<file path="src/rtl/instr_align_buffer.sv">
// instr_align_buffer: aligns fetch blocks on the fetch PC, tags each surviving
// instruction with its own PC, queues them in a circular buffer and presents
// up to DEC_WIDTH of them per cycle to decode.
// Ports:
//   clock, reset_n            rising-edge clock, asynchronous active-low reset
//   flush                     drop buffered and incoming instructions
//   fetch_valid/fetch_ready   fetch block handshake (ready from registered count)
//   fetch_instr, fetch_pc     FETCH_WIDTH lanes, PC of first wanted lane
//   dec_valid/instr/pc        oldest-first decode lanes, valid contiguous from 0
//   dec_ready                 decode consumes every valid lane this cycle
// Optional: ALIGN_BUF_BYPASS_EN forwards an incoming block straight to decode
// when the buffer is empty.
module instr_align_buffer #(
  parameter int FETCH_WIDTH = 2,
  parameter int DEC_WIDTH   = 2,
  parameter int DEPTH       = 8
) (
  input  logic                     clock,
  input  logic                     reset_n,
  input  logic                     flush,
  input  logic                     fetch_valid,
  output logic                     fetch_ready,
  input  logic [32*FETCH_WIDTH-1:0] fetch_instr,
  input  logic [63:0]              fetch_pc,
  output logic [DEC_WIDTH-1:0]     dec_valid,
  output logic [32*DEC_WIDTH-1:0]  dec_instr,
  output logic [64*DEC_WIDTH-1:0]  dec_pc,
  input  logic                     dec_ready
);
  localparam int L = $clog2(FETCH_WIDTH);
  localparam int P = $clog2(DEPTH);
  localparam int C = P + 1;
  logic [P-1:0] wr_ptr_q, wr_ptr_d, rd_ptr_q, rd_ptr_d;
  logic [C-1:0] count_q, count_d;
  logic [31:0]  instr_mem [DEPTH];
  logic [63:0]  pc_mem [DEPTH];
  logic [63:0]  lane_pc [FETCH_WIDTH];
  logic [L-1:0] off, lane;
  logic [C-1:0] n_in, n_byp, n_store, n_pop;
  logic         push, pop, byp;
  logic         unused_pc_lsb;
  assign unused_pc_lsb = ^fetch_pc[1:0];
  assign off = fetch_pc[L+1:2];
  assign n_in = C'(FETCH_WIDTH) - C'(off);
  assign fetch_ready = count_q <= C'(DEPTH - FETCH_WIDTH);
  assign push = fetch_valid && fetch_ready && !flush;
  assign pop = dec_ready && !flush;
`ifdef ALIGN_BUF_BYPASS_EN
  assign byp = push && count_q == '0;
`else
  assign byp = 1'b0;
`endif
  always_comb
    for (int i = 0; i < FETCH_WIDTH; i++)
      lane_pc[i] = {fetch_pc[63:L+2], L'(i), 2'b00};
  // Lanes consumed directly by decode through the bypass are never stored.
  always_comb begin
    n_pop = pop ? (count_q < C'(DEC_WIDTH) ? count_q : C'(DEC_WIDTH)) : '0;
    n_byp = (byp && dec_ready) ? (n_in < C'(DEC_WIDTH) ? n_in : C'(DEC_WIDTH)) : '0;
    n_store = push ? n_in - n_byp : '0;
    count_d = flush ? '0 : count_q + n_store - n_pop;
    wr_ptr_d = flush ? '0 : wr_ptr_q + n_store[P-1:0];
    rd_ptr_d = flush ? '0 : rd_ptr_q + n_pop[P-1:0];
  end
  always_ff @(posedge clock or negedge reset_n)
    if (!reset_n) begin
      count_q  <= '0;
      wr_ptr_q <= '0;
      rd_ptr_q <= '0;
    end else begin
      count_q  <= count_d;
      wr_ptr_q <= wr_ptr_d;
      rd_ptr_q <= rd_ptr_d;
    end
  always_ff @(posedge clock)
    for (int i = 0; i < FETCH_WIDTH; i++)
      if (push && i >= int'(off) + int'(n_byp)) begin
        instr_mem[wr_ptr_q + P'(i) - P'(off) - n_byp[P-1:0]] <= fetch_instr[32*i +: 32];
        pc_mem[wr_ptr_q + P'(i) - P'(off) - n_byp[P-1:0]]    <= lane_pc[i];
      end
  always_comb begin
    dec_valid = '0;
    dec_instr = '0;
    dec_pc    = '0;
    lane      = '0;
    for (int j = 0; j < DEC_WIDTH; j++) begin
      lane = off + L'(j);
      if (byp) begin
        if (C'(j) < n_in) begin
          dec_valid[j]         = 1'b1;
          dec_instr[32*j +: 32] = fetch_instr[32*lane +: 32];
          dec_pc[64*j +: 64]    = lane_pc[lane];
        end
      end else if (C'(j) < count_q && !flush) begin
        dec_valid[j]         = 1'b1;
        dec_instr[32*j +: 32] = instr_mem[rd_ptr_q + P'(j)];
        dec_pc[64*j +: 64]    = pc_mem[rd_ptr_q + P'(j)];
      end
    end
  end
endmodule

</file>
<file path="config.mk">
export PLATFORM = sky130hd
export DESIGN_NAME = instr_align_buffer
export DESIGN_NICKNAME = d
export VERILOG_FILES = /design/src/rtl/instr_align_buffer.sv
export SDC_FILE = /design/constraint.sdc
export NUM_CORES = 2
export LEC_CHECK = 0
export BUFFER_PORTS_ARGS = -buffer_cell sky130_fd_sc_hd__buf_4
export CORE_ASPECT_RATIO = 0.9
export CORE_MARGIN = 8
export CORE_UTILIZATION = 55
export CTS_BUF_LIST = sky130_fd_sc_hd__clkbuf_8 sky130_fd_sc_hd__clkbuf_16
export CTS_CLUSTER_DIAMETER = 100
export DETAILED_ROUTE_END_ITERATION = 12
export PLACE_DENSITY = 0.74
export SYNTH_ARGS = -nofsm -noshare
export SYNTH_HDL_FRONTEND = slang
export SYNTH_SLANG_ARGS = --single-unit
export TNS_END_PERCENT = 50
</file>
<file path="constraint.sdc">
create_clock -name clock -period 9 [get_ports clock]
set_clock_uncertainty 0.1 [all_clocks]
set_input_delay 0.45 -clock clock [delete_from_list [all_inputs] [get_ports clock]]
set_output_delay 0.45 -clock clock [all_outputs]
set_load 0.03 [all_outputs]
</file>
Word level (Yosys, flattened, before mapping)

Memories as Yosys holds them, arrays and structs flattened.
Index checks and enable logic that the tools add are counted.

Eq/ne operators: 0
Muxes and demuxes: 16
Reductions and logical operators: 8
Order comparisons: 6
Bitwise logic cells: 0
Add/sub/neg operators: 9
$mul: 0
Div/mod/pow operators: 0
Shift operators: 0

Operators by type and width:

| cell                                                                             | number |
|---|---|
| 64-bit 2-to-1 mux                                                                | 2 |
| 32-bit 2-to-1 mux                                                                | 2 |
| 4-bit 2-to-1 mux                                                                 | 4 |
| 1-bit by 4-bit less-than comparator with 1-bit output, first input constant      | 2 |
| 1-bit logical AND                                                                | 7 |
| 3-bit by 1-bit adder with 3-bit output, second input constant                    | 2 |
| 3-bit adder                                                                      | 2 |
| 1-bit 2-to-1 mux                                                                 | 6 |
| 3-bit 2-to-1 mux                                                                 | 2 |
| 3-bit by 1-bit subtractor with 3-bit output                                      | 2 |
| 4-bit adder                                                                      | 1 |
| 4-bit by 3-bit less-or-equal comparator with 1-bit output, second input constant | 1 |
| 4-bit by 2-bit less-than comparator with 1-bit output, second input constant     | 1 |
| 4-bit subtractor                                                                 | 1 |
| 2-bit by 1-bit subtractor with 3-bit output, first input constant                | 1 |
| 1-bit greater-or-equal comparator, first input constant                          | 2 |
| 1-bit logical NOT                                                                | 1 |

RAM bits: 752
Register bits after elaboration: 10
Memories: 2
ROM bits: 0
Output and inout bits: 195
Latch bits: 0

Memory list:

| name      | depth | width | rd ports | clocked after memory_dff | write ports | line | text |
|---|---|---|---|---|---|---|---|
| pc_mem    | 8     | 62    | 2        | 0                        | 2           | 36   | `logic [63:0] pc_mem [DEPTH];` |
| instr_mem | 8     | 32    | 2        | 0                        | 2           | 35   | `logic [31:0] instr_mem [DEPTH];` |

Logic depth before layout (Yosys ltp)

Depth after elaboration: 7
Mapped depth: 12
Gate-level depth less buffers: 12

Worst setup path before layout

No wires, ideal clock.

Path type: input-to-reg
Start point: input port fetch_pc[2]
End point: memory instr_mem[6][0] (enable)
Buffers on the path: 1
Arrival: 5707 ps
Stages on the path: 6
Setup slack: 2647 ps
Cell sequence: ha_1 -> ha_1 -> nor3b_1 -> a21oi_1 -> clkbuf_1 -> nor2_1

RTL lines:

| element     | line | text |
|---|---|---|
| from (decl) | 24   | `input logic [63:0] fetch_pc,` |
| to (decl)   | 35   |  |

Worst setup path after layout

Start point: register rd_ptr_q[0]
End point: output port dec_pc[126]

Cells in the longest elaborated chain, start to end: 3

Ends and longest elaborated chain:

| element                                | line | text |
|---|---|---|
| from (decl)                            | 33   | `logic [P-1:0] wr_ptr_q, wr_ptr_d, rd_ptr_q, rd_ptr_d;` |
| from (signal assigned)                 | 73   | `rd_ptr_q <= rd_ptr_d;` |
| 3-bit by 1-bit adder with 3-bit output | 97   | `dec_pc[64*j +: 64] = pc_mem[rd_ptr_q + P'(j)];` |
| memory 8 x 62 bit                      | --   |  |
| 64-bit 2-to-1 mux                      | 94   | `end else if (C'(j) < count_q && !flush) begin` |
| to (decl)                              | 27   | `output logic [64*DEC_WIDTH-1:0] dec_pc,` |

No other way between the ends.

==> flow_summary.yaml <==
timing:
  worst_pin_slew_ps: 1260
  hold_violations: 0
  slew_headroom: 0.161
  finalSetupViolations: 0
  setup_slack_ps: 3900
  drv_slew: 0
  fin_crit_sh: 0.566
  min_period_ps: 5100
  fmax_mhz: 196
  rsz0062_at_grt: "no"
  tns_ps: 0
  worst_hold_slack_ps: 33.1
worst_hold_path:
  min_path_type: "input pin to flop"
  holdCritStartpoint: "flush"
  hold_path_end: "rd_ptr_q[1]"
  min_path_cells: 2
clock_network:
  cts.sinks: 762
  ctsHtreeMaxLevel: 3
  clk_latency_ps: 630
  clock_path_buffers: 3
  cts_tree: "done"
  cts_setup_buffers: 0
  clk_pin_slew_worst_paths_ps: 60
  ctsRootBufferMaster: "clkbuf_16"
  cts_buffers: 81
setup_path:
  worst_setup_path_end_kind: "output pin"
  r2r-end: "pc_mem[6][51]"
  start_kind: "flop"
  crit_slowest_cell: "dfrtp_4"
  path_cells: "buf_4, buf_12, mux4_2, a22o_1, buf_4"
  crit_fanout: 142
  cpLargestDelayFamily: "buffers and inverters"
  r2r_setup_slack_ps: 4940
  max_stage_delay_ps: 1090
  worst_r2r_path_depth: 7
  crit_top_cell: "buf_4"
  r2r-start: "wr_ptr_q[0]"
  critical_path_arrival_ps: 4550
  crit_required_ps: 8450
  path_class: "flop to output pin"
  worst-path-buf-inv: 3
global_route:
  antenna_found_initial: 15
  grtUsageTotal: 0.277
  grt_pass1_vias: 27435
  grt_pass1_wl_um: 170000
  gr-total-overflow: 0
  grt_max_degree: 143
run_status:
  outcome: "complete, no violations"
detailed_routing:
  post_drt_via_cell_ratio: 6.65
  drc_errors: 0
  drtPass1Iterations: 7
  vias: 25526
  postRouteAntennaNets: 0
  wl_um: 115000
  first_iter_violations: 2580
  wl_per_cell_um: 30.0
final_layout:
  final_cells: 3840
  fin_util: 0.634
  drive_above_1_share: 0.381
  finish.instance_area_sq_mm: 0.0461
  synthToLayoutAreaGrowth_pct: 14.7
  final_nets: 2952
  fillers: 5188
logic_synthesis:
  yosysSeqAreaShare: 0.566
  ys_seq_elements: 762
  synth_top_area_frac: 0.556
  synth.top_cells.by_area: "edfxtp_1 (56%), mux4_2 (21%), mux2_2 (5.7%)"
  ys_types: 41
  synth_top_flop_cell: "edfxtp_1"
  netlist_instances: 2566
  synth-edff-count: 744
  async_reset_ff_frac: 0.0131
  synth_largest_area_cell: "edfxtp_1"
  synth_area_sq_mm: 0.0402
  avgSynthCellArea_sq_um: 15.7
  yosys_warnings: 0
placed_design:
  dp_hpwl_um: 63300
  dp_slack_ps: 4490
  gp_congestion: 0.769
  place_area_sq_mm: 0.0435
  io_buffers: 321
  dp_cells: 3678
floorplan:
  rows: 94
  die_h_um: 272
  core_area_sq_mm: 0.0727
  die_x_um: 301
  die-area_sq_mm: 0.0820
  num_io_pins: 328
  initial_core_util: 0.553
power_and_ir_drop:
  peakVddDrop_v: 0.000184
  p_leak_nw: 15.1
  finalPower_mw: 10.5
  cellPowerDensity_mw_per_mm2: 227
job:
  drv_cap: 0
## state kept, by name (all words and copies together), names as in the netlist
name and count:
rd_ptr_q 3, pc_mem 496, count_q 4, wr_ptr_q 3, instr_mem 256
## synthesized netlist by cell type, types with 2 or more instances
cell type    n
nand2b_1     3
nand3_1      9
nand2_1     65
clkbuf_1   119
a21oi_1      4
a22oi_1      2
xor2_1       3
buf_4        7
mux2_2     205
buf_6        8
xnor2_1      5
nor2b_1      6
nor3_1       2
a21o_1      10
dfrtp_1     10
fa_1         4
mux2i_1     94
buf_2       47
nor3_4       6
inv_1       13
nor2_1     604
a21oi_2      3
edfxtp_1   744
buf_1       35
mux2_1      51
and3_1       3
nor3b_1      3
dfxtp_1      8
mux4_2     376
ha_1        13
a22o_1      94
## how the worst max path moves through the flow
stage / slack, ps / depth (start not counted) / endpoint / startpoint
after floorplan: 2650 / 6 / instr_mem[6][0] / fetch_pc[2]
after global placement: 4550 / 5 / dec_pc[68] / rd_ptr_q[0]
after detailed placement: 4490 / 5 / dec_pc[68] / rd_ptr_q[0]
after global routing: 3590 / 5 / dec_pc[68] / rd_ptr_q[0]
after CTS: 3820 / 5 / dec_pc[68] / rd_ptr_q[0]
final: 3900 / 5 / dec_pc[126] / rd_ptr_q[0]
## layout make-up
type,instances,area [sq um],share of cell area
multi-input cells,1577,16600,0.360
well taps,960,1200,0.0261
flip-flops and latches,762,22800,0.494
inverters,14,52.6,0.00114
clock buffers,87,2130,0.0462
repair buffers,366,2860,0.0621
diodes,12,30.0,0.000651
clock inverters,62,462,0.0100
## layout by cell type (no fill, tap or decap), drive strengths merged
master and n:
a21o 10, a21oi 7, a22o 94, a22oi 2
a311o 1, a311oi 1, a31oi 1, and2 1
and3 3, buf 365, bufinv 6, clkbuf 87
clkinv 26, clkinvlp 2, conb 4, dfrtp 10
dfxtp 8, diode 12, dlygate4sd3 1, edfxtp 744
fa 4, ha 13, inv 42, mux2 256
mux2i 94, mux4 376, nand2 65, nand2b 4
nand3 9, nand3b 1, nor2 604, nor2b 6
nor3 8, nor3b 3, xnor2 6, xor2 4
## what timing repair did
action,CTS,global route
endpoints found under the hold margin,10,0
resized for setup,0,0
hold buffers,1,0
## cells by family (layout without fill, tap and decap cells)
group,after synthesis,in the layout,share of synthesized area
flip-flops,762,762,0.566
multiplexers,726,726,0.306
AND/OR/NAND/NOR,704,704,0.0694
buffers and inverters,230,529,0.0251
AO/OA/AOI/OAI,116,116,0.0247
adder cells (fa/ha/maj),17,17,0.00604
XOR/XNOR,10,10,0.00255
other,1,16,0.0000933
## worst register-to-register path, stage by stage, from the launching register on
cell	delay (ps)
dfrtp_1	370
inv_1	50
ha_1	180
ha_1	310
nor3b_1	840
a21oi_4	250
nor2_4	970
buf_12	540
## routing by layer
layer  wire (um)  share of wire  track usage  vias to the layer above
li1            -              -            -                    10581
met3       12900           0.11       0.0829                      215
met1       40100           0.35        0.335                    13294
met2       58900           0.51        0.475                     1428
met4        3260          0.028       0.0909                        8
met5          53        0.00046            0                        -
## power breakdown
part / leakage, nW / internal [mW] / total (mW) / switching, mW
combinational: 6.45 / 1.13 / 3.03 / 1.90
clock: 1.36 / 1.88 / 3.27 / 1.39
sequential: 7.33 / 4.06 / 4.17 / 0.117
Power figures use the tool's default switching activity.
